===== src/rtl/fetch_decode_pkg.sv =====
// fetch_decode_pkg: shared fetch FSM states, RV32 opcode constants and the opcode-class record
// Contents: state_t (REQ/WAIT/HOLD), OP_* 7-bit opcodes, class_t (ten one-hot flags + illegal)
package fetch_decode_pkg;
  typedef enum logic [1:0] {REQ, WAIT, HOLD} state_t;
  localparam logic [6:0] OP_ALUREG = 7'b0110011;
  localparam logic [6:0] OP_ALUIMM = 7'b0010011;
  localparam logic [6:0] OP_BRANCH = 7'b1100011;
  localparam logic [6:0] OP_JAL    = 7'b1101111;
  localparam logic [6:0] OP_JALR   = 7'b1100111;
  localparam logic [6:0] OP_LUI    = 7'b0110111;
  localparam logic [6:0] OP_AUIPC  = 7'b0010111;
  localparam logic [6:0] OP_LOAD   = 7'b0000011;
  localparam logic [6:0] OP_STORE  = 7'b0100011;
  localparam logic [6:0] OP_SYSTEM = 7'b1110011;
  typedef struct packed {
    logic alu_reg;
    logic alu_imm;
    logic branch;
    logic jal;
    logic jalr;
    logic lui;
    logic auipc;
    logic load;
    logic store;
    logic system;
    logic illegal;
  } class_t;
endpackage


===== src/rtl/fetch_decode_if.sv =====
// fetch_decode_if: instruction-memory request/response handshake
// master (fetch side): drives req_valid, addr; samples req_ready, rsp_valid, rsp_data
// slave (memory side): the mirror image
interface fetch_decode_if #(
  parameter int DATA_WIDTH = 32,
  parameter int ADDR_WIDTH = 32
);
  logic                  req_valid;
  logic                  req_ready;
  logic [ADDR_WIDTH-1:0] addr;
  logic                  rsp_valid;
  logic [DATA_WIDTH-1:0] rsp_data;
  modport master (output req_valid, addr, input req_ready, rsp_valid, rsp_data);
  modport slave (input req_valid, addr, output req_ready, rsp_valid, rsp_data);
endinterface


===== src/rtl/fetch_decode_opcode_decode.sv =====
// fetch_decode_opcode_decode: combinational opcode pre-decode into one-hot class flags
// opcode in: instr[6:0]; cls out: ten class flags, illegal set when no class matches
module fetch_decode_opcode_decode import fetch_decode_pkg::*; (
  input  logic [6:0] opcode,
  output class_t     cls
);
  logic [9:0] hit;
  assign hit = {opcode == OP_ALUREG, opcode == OP_ALUIMM, opcode == OP_BRANCH, opcode == OP_JAL,
                opcode == OP_JALR, opcode == OP_LUI, opcode == OP_AUIPC, opcode == OP_LOAD,
                opcode == OP_STORE, opcode == OP_SYSTEM};
  assign cls = {hit, ~|hit};
endmodule


===== src/rtl/fetch_decode.sv =====
// fetch_decode: instruction fetch FSM with one outstanding request, hold buffer and IF/ID register
// clk, rst_n (sync, active low); imem: request/response bus (master side)
// stall holds outputs; flush + redirect_pc drop in-flight work and refetch
// valid/instr/pc/class flags/illegal: registered IF/ID outputs
module fetch_decode import fetch_decode_pkg::*; #(
  parameter int                    DATA_WIDTH = 32,
  parameter int                    ADDR_WIDTH = 32,
  parameter logic [ADDR_WIDTH-1:0] RESET_PC   = '0
) (
  input  logic                  clk,
  input  logic                  rst_n,
  fetch_decode_if.master        imem,
  input  logic                  stall,
  input  logic                  flush,
  input  logic [ADDR_WIDTH-1:0] redirect_pc,
  output logic                  valid,
  output logic [DATA_WIDTH-1:0] instr,
  output logic [ADDR_WIDTH-1:0] pc,
  output logic                  ALUreg,
  output logic                  ALUimm,
  output logic                  Branch,
  output logic                  JAL,
  output logic                  JALR,
  output logic                  LUI,
  output logic                  AUIPC,
  output logic                  Load,
  output logic                  Store,
  output logic                  SYSTEM,
  output logic                  illegal
);
  state_t                state;
  logic                  drop;
  logic [ADDR_WIDTH-1:0] fetch_pc;
  logic [ADDR_WIDTH-1:0] req_pc;
  logic [ADDR_WIDTH-1:0] hold_pc;
  logic [DATA_WIDTH-1:0] hold_instr;
  class_t                cls;
  class_t                nxt_cls;
  logic                  load;
  logic                  keep_wait;
  logic [DATA_WIDTH-1:0] load_word;
  logic [ADDR_WIDTH-1:0] load_pc;
  assign imem.req_valid = rst_n && state == REQ;
  assign imem.addr = fetch_pc;
  assign load = !stall && ((state == WAIT && imem.rsp_valid && !drop) || state == HOLD);
  assign load_word = state == HOLD ? hold_instr : imem.rsp_data;
  assign load_pc = state == HOLD ? hold_pc : req_pc;
  // a flush leaves us waiting only when a request is (or just became) outstanding with no response yet
  assign keep_wait = (state == REQ && imem.req_ready) || (state == WAIT && !imem.rsp_valid);
  fetch_decode_opcode_decode u_dec (
    .opcode(load_word[6:0]),
    .cls   (nxt_cls)
  );
  always_ff @(posedge clk) begin
    if (!rst_n) begin
      state <= REQ;
      drop <= 1'b0;
      fetch_pc <= RESET_PC;
      req_pc <= '0;
      hold_pc <= '0;
      hold_instr <= '0;
      valid <= 1'b0;
      instr <= '0;
      pc <= '0;
      cls <= '0;
    end else if (flush) begin
      valid <= 1'b0;
      instr <= '0;
      cls <= '0;
      fetch_pc <= redirect_pc & ~ADDR_WIDTH'(3);
      drop <= keep_wait;
      state <= keep_wait ? WAIT : REQ;
    end else begin
      if (!stall) begin
        valid <= load;
        instr <= load ? load_word : '0;
        cls <= load ? nxt_cls : '0;
      end
      if (load) pc <= load_pc;
      if (state == REQ && imem.req_ready) begin
        fetch_pc <= fetch_pc + ADDR_WIDTH'(4);
        req_pc <= fetch_pc;
        state <= WAIT;
      end
      if (state == WAIT && imem.rsp_valid) begin
        drop <= 1'b0;
        hold_instr <= imem.rsp_data;
        hold_pc <= req_pc;
        state <= (stall && !drop) ? HOLD : REQ;
      end
      if (state == HOLD && !stall) state <= REQ;
    end
  end
  assign ALUreg = cls.alu_reg;
  assign ALUimm = cls.alu_imm;
  assign Branch = cls.branch;
  assign JAL = cls.jal;
  assign JALR = cls.jalr;
  assign LUI = cls.lui;
  assign AUIPC = cls.auipc;
  assign Load = cls.load;
  assign Store = cls.store;
  assign SYSTEM = cls.system;
  assign illegal = cls.illegal;
endmodule


===== src/flat_wrapper.sv =====
// flat-port wrapper written by rule: the top's interface ports become plain ports
module fetch_decode_flat import fetch_decode_pkg::*;
#(
  parameter int                    DATA_WIDTH = 32,
  parameter int                    ADDR_WIDTH = 32,
  parameter logic [ADDR_WIDTH-1:0] RESET_PC   = '0
)
  (clk, rst_n, stall, flush, redirect_pc, valid, instr, pc, ALUreg, ALUimm, Branch, JAL, JALR, LUI, AUIPC, Load, Store, SYSTEM, illegal, imem_req_valid, imem_addr, imem_req_ready, imem_rsp_valid, imem_rsp_data);
  fetch_decode_if #(.DATA_WIDTH(DATA_WIDTH), .ADDR_WIDTH(ADDR_WIDTH)) imem_i ();
  input  logic clk;
  input  logic rst_n;
  input  logic stall;
  input  logic flush;
  input  logic [ADDR_WIDTH-1:0] redirect_pc;
  output logic valid;
  output logic [DATA_WIDTH-1:0] instr;
  output logic [ADDR_WIDTH-1:0] pc;
  output logic ALUreg;
  output logic ALUimm;
  output logic Branch;
  output logic JAL;
  output logic JALR;
  output logic LUI;
  output logic AUIPC;
  output logic Load;
  output logic Store;
  output logic SYSTEM;
  output logic illegal;
  output wire logic [$bits(imem_i.req_valid)-1:0] imem_req_valid;
  output wire logic [$bits(imem_i.addr)-1:0] imem_addr;
  input wire logic [$bits(imem_i.req_ready)-1:0] imem_req_ready;
  input wire logic [$bits(imem_i.rsp_valid)-1:0] imem_rsp_valid;
  input wire logic [$bits(imem_i.rsp_data)-1:0] imem_rsp_data;
  assign imem_req_valid = imem_i.req_valid;
  assign imem_addr = imem_i.addr;
  assign imem_i.req_ready = imem_req_ready;
  assign imem_i.rsp_valid = imem_rsp_valid;
  assign imem_i.rsp_data = imem_rsp_data;
  fetch_decode #(.DATA_WIDTH(DATA_WIDTH), .ADDR_WIDTH(ADDR_WIDTH), .RESET_PC(RESET_PC)) u_core (.clk(clk), .rst_n(rst_n), .imem(imem_i), .stall(stall), .flush(flush), .redirect_pc(redirect_pc), .valid(valid), .instr(instr), .pc(pc), .ALUreg(ALUreg), .ALUimm(ALUimm), .Branch(Branch), .JAL(JAL), .JALR(JALR), .LUI(LUI), .AUIPC(AUIPC), .Load(Load), .Store(Store), .SYSTEM(SYSTEM), .illegal(illegal));
endmodule

===== config.mk =====
export PLATFORM = sky130hd
export DESIGN_NAME = fetch_decode_flat
export DESIGN_NICKNAME = d
export VERILOG_FILES = /design/src/rtl/fetch_decode_pkg.sv /design/src/rtl/fetch_decode_if.sv /design/src/rtl/fetch_decode_opcode_decode.sv /design/src/rtl/fetch_decode.sv /design/src/flat_wrapper.sv
export SDC_FILE = /design/constraint.sdc
export NUM_CORES = 1
export LEC_CHECK = 0
export ABC_AREA = 1
export CAP_MARGIN = 20
export CORE_AREA = 10 10 148 150
export CTS_BUF_LIST = sky130_fd_sc_hd__clkbuf_4
export DETAILED_ROUTE_END_ITERATION = 7
export DIE_AREA = 0 0 158 160
export GPL_ROUTABILITY_DRIVEN = 0
export GPL_TIMING_DRIVEN = 0
export PLACE_DENSITY = 0.86
export SLEW_MARGIN = 20
export SYNTH_ARGS = -nofsm -noshare
export SYNTH_HDL_FRONTEND = slang
export SYNTH_HIERARCHICAL = 1
export SYNTH_SLANG_ARGS = --single-unit

===== constraint.sdc =====
create_clock -name clk -period 1.82 [get_ports clk]
set_clock_uncertainty 0.05 [all_clocks]
set_input_delay 0.364 -clock clk [delete_from_list [all_inputs] [get_ports clk]]
set_output_delay 0.364 -clock clk [all_outputs]
set_load 0.03 [all_outputs]

Yosys cells after proc, flatten, opt, wreduce, memory -nomap -nowiden

Index checks and enable logic that the tools add are counted.

Reductions and logical operators: 23
Multiplexer cells: 14
Bitwise operators: 2
Equal/unequal tests: 12
$add $sub $neg: 1

Operators with widths:

| operator              | count |
|---|---|
| $mux 32               | 5 |
| $add 32x3->32 const B | 1 |
| $eq 7x7->1 const B    | 4 |
| $eq 7x6->1 const B    | 3 |
| $eq 7x5->1 const B    | 2 |
| $mux 11               | 1 |
| $mux 2                | 5 |
| $reduce_or 10->1      | 1 |
| $logic_and 1x1->1     | 8 |
| $eq 7x2->1 const B    | 1 |
| $reduce_and 2->1      | 3 |
| $logic_not 1->1       | 4 |
| $reduce_bool 2->1     | 2 |
| $reduce_bool 4->1     | 1 |
| $mux 1                | 3 |
| $eq 2x1->1 const B    | 1 |
| $eq 2x2->1 const B    | 1 |
| $logic_not 2->1       | 1 |
| $logic_or 1x1->1      | 2 |
| $not 1->1             | 2 |
| $reduce_or 2->1       | 1 |

Flip-flop bits (word level): 207
Bits of input ports: 70
Output and inout bits: 109

Longest topological paths before layout

Word-level depth: 6
Depth in mapped cells: 14
Depth with buffers taken out: 13

Cells and area by module

Netlist, hierarchy kept.

By module, submodules not included:

| module                     | area each (um^2) | times used | cells each | seq. area each (um^2) |
|---|---|---|---|---|
| fetch_decode               | 8687.1           | 1          | 1270       | 3983.8 |
| fetch_decode_opcode_decode | 237.7            | 1          | 43         | 0.0 |

Worst setup path before layout

Ideal clock, no wire load.

Path type: input port to output port
Start point: input rst_n
End point: output imem_req_valid
Path buffers: 2
Setup slack: -134 ps
Arrival time: 1540 ps
Stages: 4
Cell sequence: clkbuf_1 > inv_2 > clkbuf_1 > nor3_1

Cells in the longest elaborated chain, start to end: 1

Ends and longest elaborated chain:

| what               | RTL line           | source |
|---|---|---|
| start: declaration | flat_wrapper.sv:11 | `input logic rst_n;` |
| $logic_and 1x1->1  | fetch_decode.sv:43 | `assign imem.req_valid = rst_n && state == REQ;` |
| end: declaration   | flat_wrapper.sv:29 | `output wire logic [$bits(imem_i.req_valid)-1:0] imem_req_valid;` |

Every way passes these cells.

==> results.toml <==
[power]
finalPower_mw = 8.31
p_switching_mw = 2.43
ir_worst_vdd_v = 0.000404
combPwrFrac = 0.161
p_seq_frac = 0.558
power_density_mw_per_mm2 = 699
netSwitchingFraction = 0.293
clock_power_share = 0.281
p_int_mw = 5.87
p_leak_nw = 4.68

[hold_path]
worstHoldStart = "flush"
hold-path-cell-count = 4
min_path_type = "input port to flop"
hold_end = "u_core/hold_pc[2]$_SDFFE_PN0P_"

[worst_setup_path]
slowest_stage = "dfxtp_2"
r2r_start = "u_core/state[0]$_SDFFE_PN0P_"
crit_family = "simple AND/OR/NAND/NOR gates"
r2r_cells = 14
crit_start = "u_core/state[0]$_SDFFE_PN0P_"
critPathKind = "flop to flop"
arrival_ns = 2.42
end_kind = "flop"
cp_cell_sequence = "buf_6, inv_6, nand2_4, buf_6, buf_8, nand2_1, nand2_4, nand2_2, nor2_4, o21ai_2, nand3_1, nor2_1, nand2_1, a21oi_1"
crit_buf_inv = 4
crit_required_ns = 2.28
r2r_setup_slack_ns = -0.14
critPathLaunchType = "flop"
crit_path_max_incr_delay_ns = 0.36
cp_max_fo = 6
timing.rr.end = "u_core/illegal$_SDFFE_PP0N_"

[synth]
ys_warn_count = 6
ys_ff_latch = 199
synth_edf_count = 0
yosysSeqAreaShare = 0.446
async_flop_share = 0
synth_ff_type = "dfxtp_1"
synth_top_area_share = 0.446
synthDistinctLibCells = 33
synth.cell_area_mm2 = 0.00892
synth_area_leaders = "dfxtp_1 (45%), nand2_1 (16%), a21oi_1 (9.3%), o21ai_0 (7.6%), inv_1 (4.8%)"
synth_area_leader_cell = "dfxtp_1"
syn_area_per_cell_um2 = 6.80
syn_inst = 1313

[detailed_routing]
route.detailed.drc = 0
postRouteAntennaNets = 0
postRouteWirelength_mm = 30.6
vias_per_cell = 5.60
dr.pass1.iters = 8
post_drt_wl_per_cell_um = 17.1
drt_iter0_drc = 1068
num_vias = 10009

[sta]
whs_ns = 0.275
finalCritPeriodShare = 1.08
drv_slew = 0
period_needed_ns = 1.96
tightest_slew_ns = 0.692
relSlewSlack = 0.538
rsz0062_at_grt = "true"
setup_tns_ns = -0.304
final_hold_viol_count = 0
setup_viol = 9
fin_ws_ns = -0.141
max_freq_mhz = 510

[clock_tree]
clk-insertion-delay-late_ns = 0.58
clock_path_buffers = 2
cts_max_level = 4
cts-hold-fix-buffers = 0
clkTransAtPathRegs_ns = 0.16
cts_buffers = 17
cts_sinks = 199
cts_tree = "yes"
cts-root-buf = "clkbuf_4"

[grt]
grt-ovfl-total = 0
grt_max_degree = 17
grt_pass1_vias = 8842
antenna_found_initial = 1
grt_use_total = 0.222
grt_pass1_wl_mm = 45.3

[floorplanning]
io_pins = 179
initial_utilization = 0.468
fp.dieW_um = 158
core_area_mm2 = 0.0191
die_area_mm2 = 0.0253
placementRows = 51
die-height_um = 160

[outcome]
violations = "setup timing"
run_status = "finished with violations"

[cells_and_area]
fin_cells = 1787
design_area_mm2 = 0.0119
drive_gt1_frac = 0.203
fin_nets = 1607
utilization = 0.622
syn_to_final_growth_pct = 33.1

[placement]
dp_slack_ns = -0.701
dpl-instance-area_mm2 = 0.0109
place_hpwl_mm = 21.3
portBuffers = 170
dp_cells = 1724

[run]
drv_cap = 0
synthesized netlist by cell type, types with 2 or more instances:
library cell / instances
clkbuf_1: 44
buf_2: 22
nor2_4: 3
buf_1: 4
nor3_1: 4
nor2_2: 4
nor3_2: 3
xor2_1: 2
a21boi_0: 5
nor2_1: 109
o21ai_0: 136
a21oi_1: 166
buf_4: 14
o21ai_2: 3
a31oi_1: 5
inv_1: 113
dfxtp_1: 199
nand4_1: 3
nand3b_1: 3
a211oi_1: 13
nand2_2: 3
inv_2: 10
nand3_1: 58
nand2_1: 378
flip-flops by register name (all words and copies together) (netlist names):
signal             flops
u_core/hold_instr     32
u_core/instr          32
u_core/hold_pc        30
u_core/imem.addr      30
u_core/pc             30
u_core/req_pc         30
u_core/state           2
u_core/ALUimm          1
u_core/ALUreg          1
u_core/AUIPC           1
u_core/Branch          1
u_core/JAL             1
u_core/JALR            1
u_core/LUI             1
u_core/Load            1
u_core/SYSTEM          1
u_core/Store           1
u_core/drop            1
u_core/illegal         1
u_core/valid           1
layer usage:
| layer | up-vias | share of wire | GRT usage |
|---|---|---|---|
| met1 | 4576 | 0.39 | 0.270 |
| met4 | 0 | 0.045 | 0.104 |
| met5 | - | 0 | 0 |
| li1 | 4662 | - | - |
| met2 | 654 | 0.45 | 0.350 |
| met3 | 117 | 0.11 | 0.0672 |
tightest hold or removal path: stages:
cell and delay, ns:
buf_2 0.21, nor2_4 0.09, o21ai_0 0.16, a21oi_1 0.05
final cells by class:
type                            instances  area, um2
Timing Repair Buffer                  204       1820
Clock inverter                         12        128
Tap cell                              238        298
Clock buffer                           19        143
Sequential cell                       199       4030
Multi-Input combinational cell        909       4460
Fill cell                            1635       7200
Antenna cell                            1       2.50
Buffer                                 82        507
Inverter                              123        487
placed cells by master, fill, tap and decap left out, types with 32 or more instances in the layout:
| cell type | n |
|---|---|
| dfxtp_1 | 168 |
| o21ai_0 | 121 |
| nor2_1 | 97 |
| nand2_1 | 352 |
| a21oi_1 | 145 |
| clkbuf_2 | 44 |
| nand3_1 | 50 |
| clkdlybuf4s50_1 | 65 |
| inv_1 | 109 |
| buf_4 | 32 |
what timing repair did:
item | 4_1_cts | 5_1_grt
endpoints found under the hold margin | 0 | 0
gates cloned | 0 | 4
pin swaps | 8 | 44
setup buffers | 19 | 11
endpoints found under the setup margin | 122 | 246
gates resized for setup | 265 | 255
how the worst max path moves through the flow:
stage                                  endpoint  slack (ns)  cells after the start
CTS                  u_core/ALUimm$_SDFFE_PP0N_       -0.04                     14
finish              u_core/illegal$_SDFFE_PP0N_       -0.14                     14
global route        u_core/illegal$_SDFFE_PP0N_       -0.18                     15
detailed placement               imem_req_valid       -0.70                      5
global placement                 imem_req_valid       -0.69                      5
floorplan           u_core/illegal$_SDFFE_PP0N_        0.05                     13
power groups by stage:
stage                     Sequential, mW  Clock, mW  Combinational (mW)
after detailed placement            4.72          0                1.14
after global placement              4.71          0                1.12
after CTS                           4.63       2.36                1.20
after global routing                4.65       2.55                1.44
after floorplan                     4.78          0               0.587
final                               4.63       2.34                1.33
cell families (layout without fill, tap and decap cells):
group                      after synthesis  after routing  share of synthesized area
buffers and inverters                  208            440                     0.0966
and+or+nand+nor                        571            571                      0.259
other                                    1              5                   0.000420
DFF                                    199            199                      0.446
AOI/OAI and AO/OA                      330            330                      0.193
xor gates and xnor gates                 3              3                    0.00294
adders and majority gates                1              1                    0.00140
No activity file was read; power rests on OpenSTA's default activity.
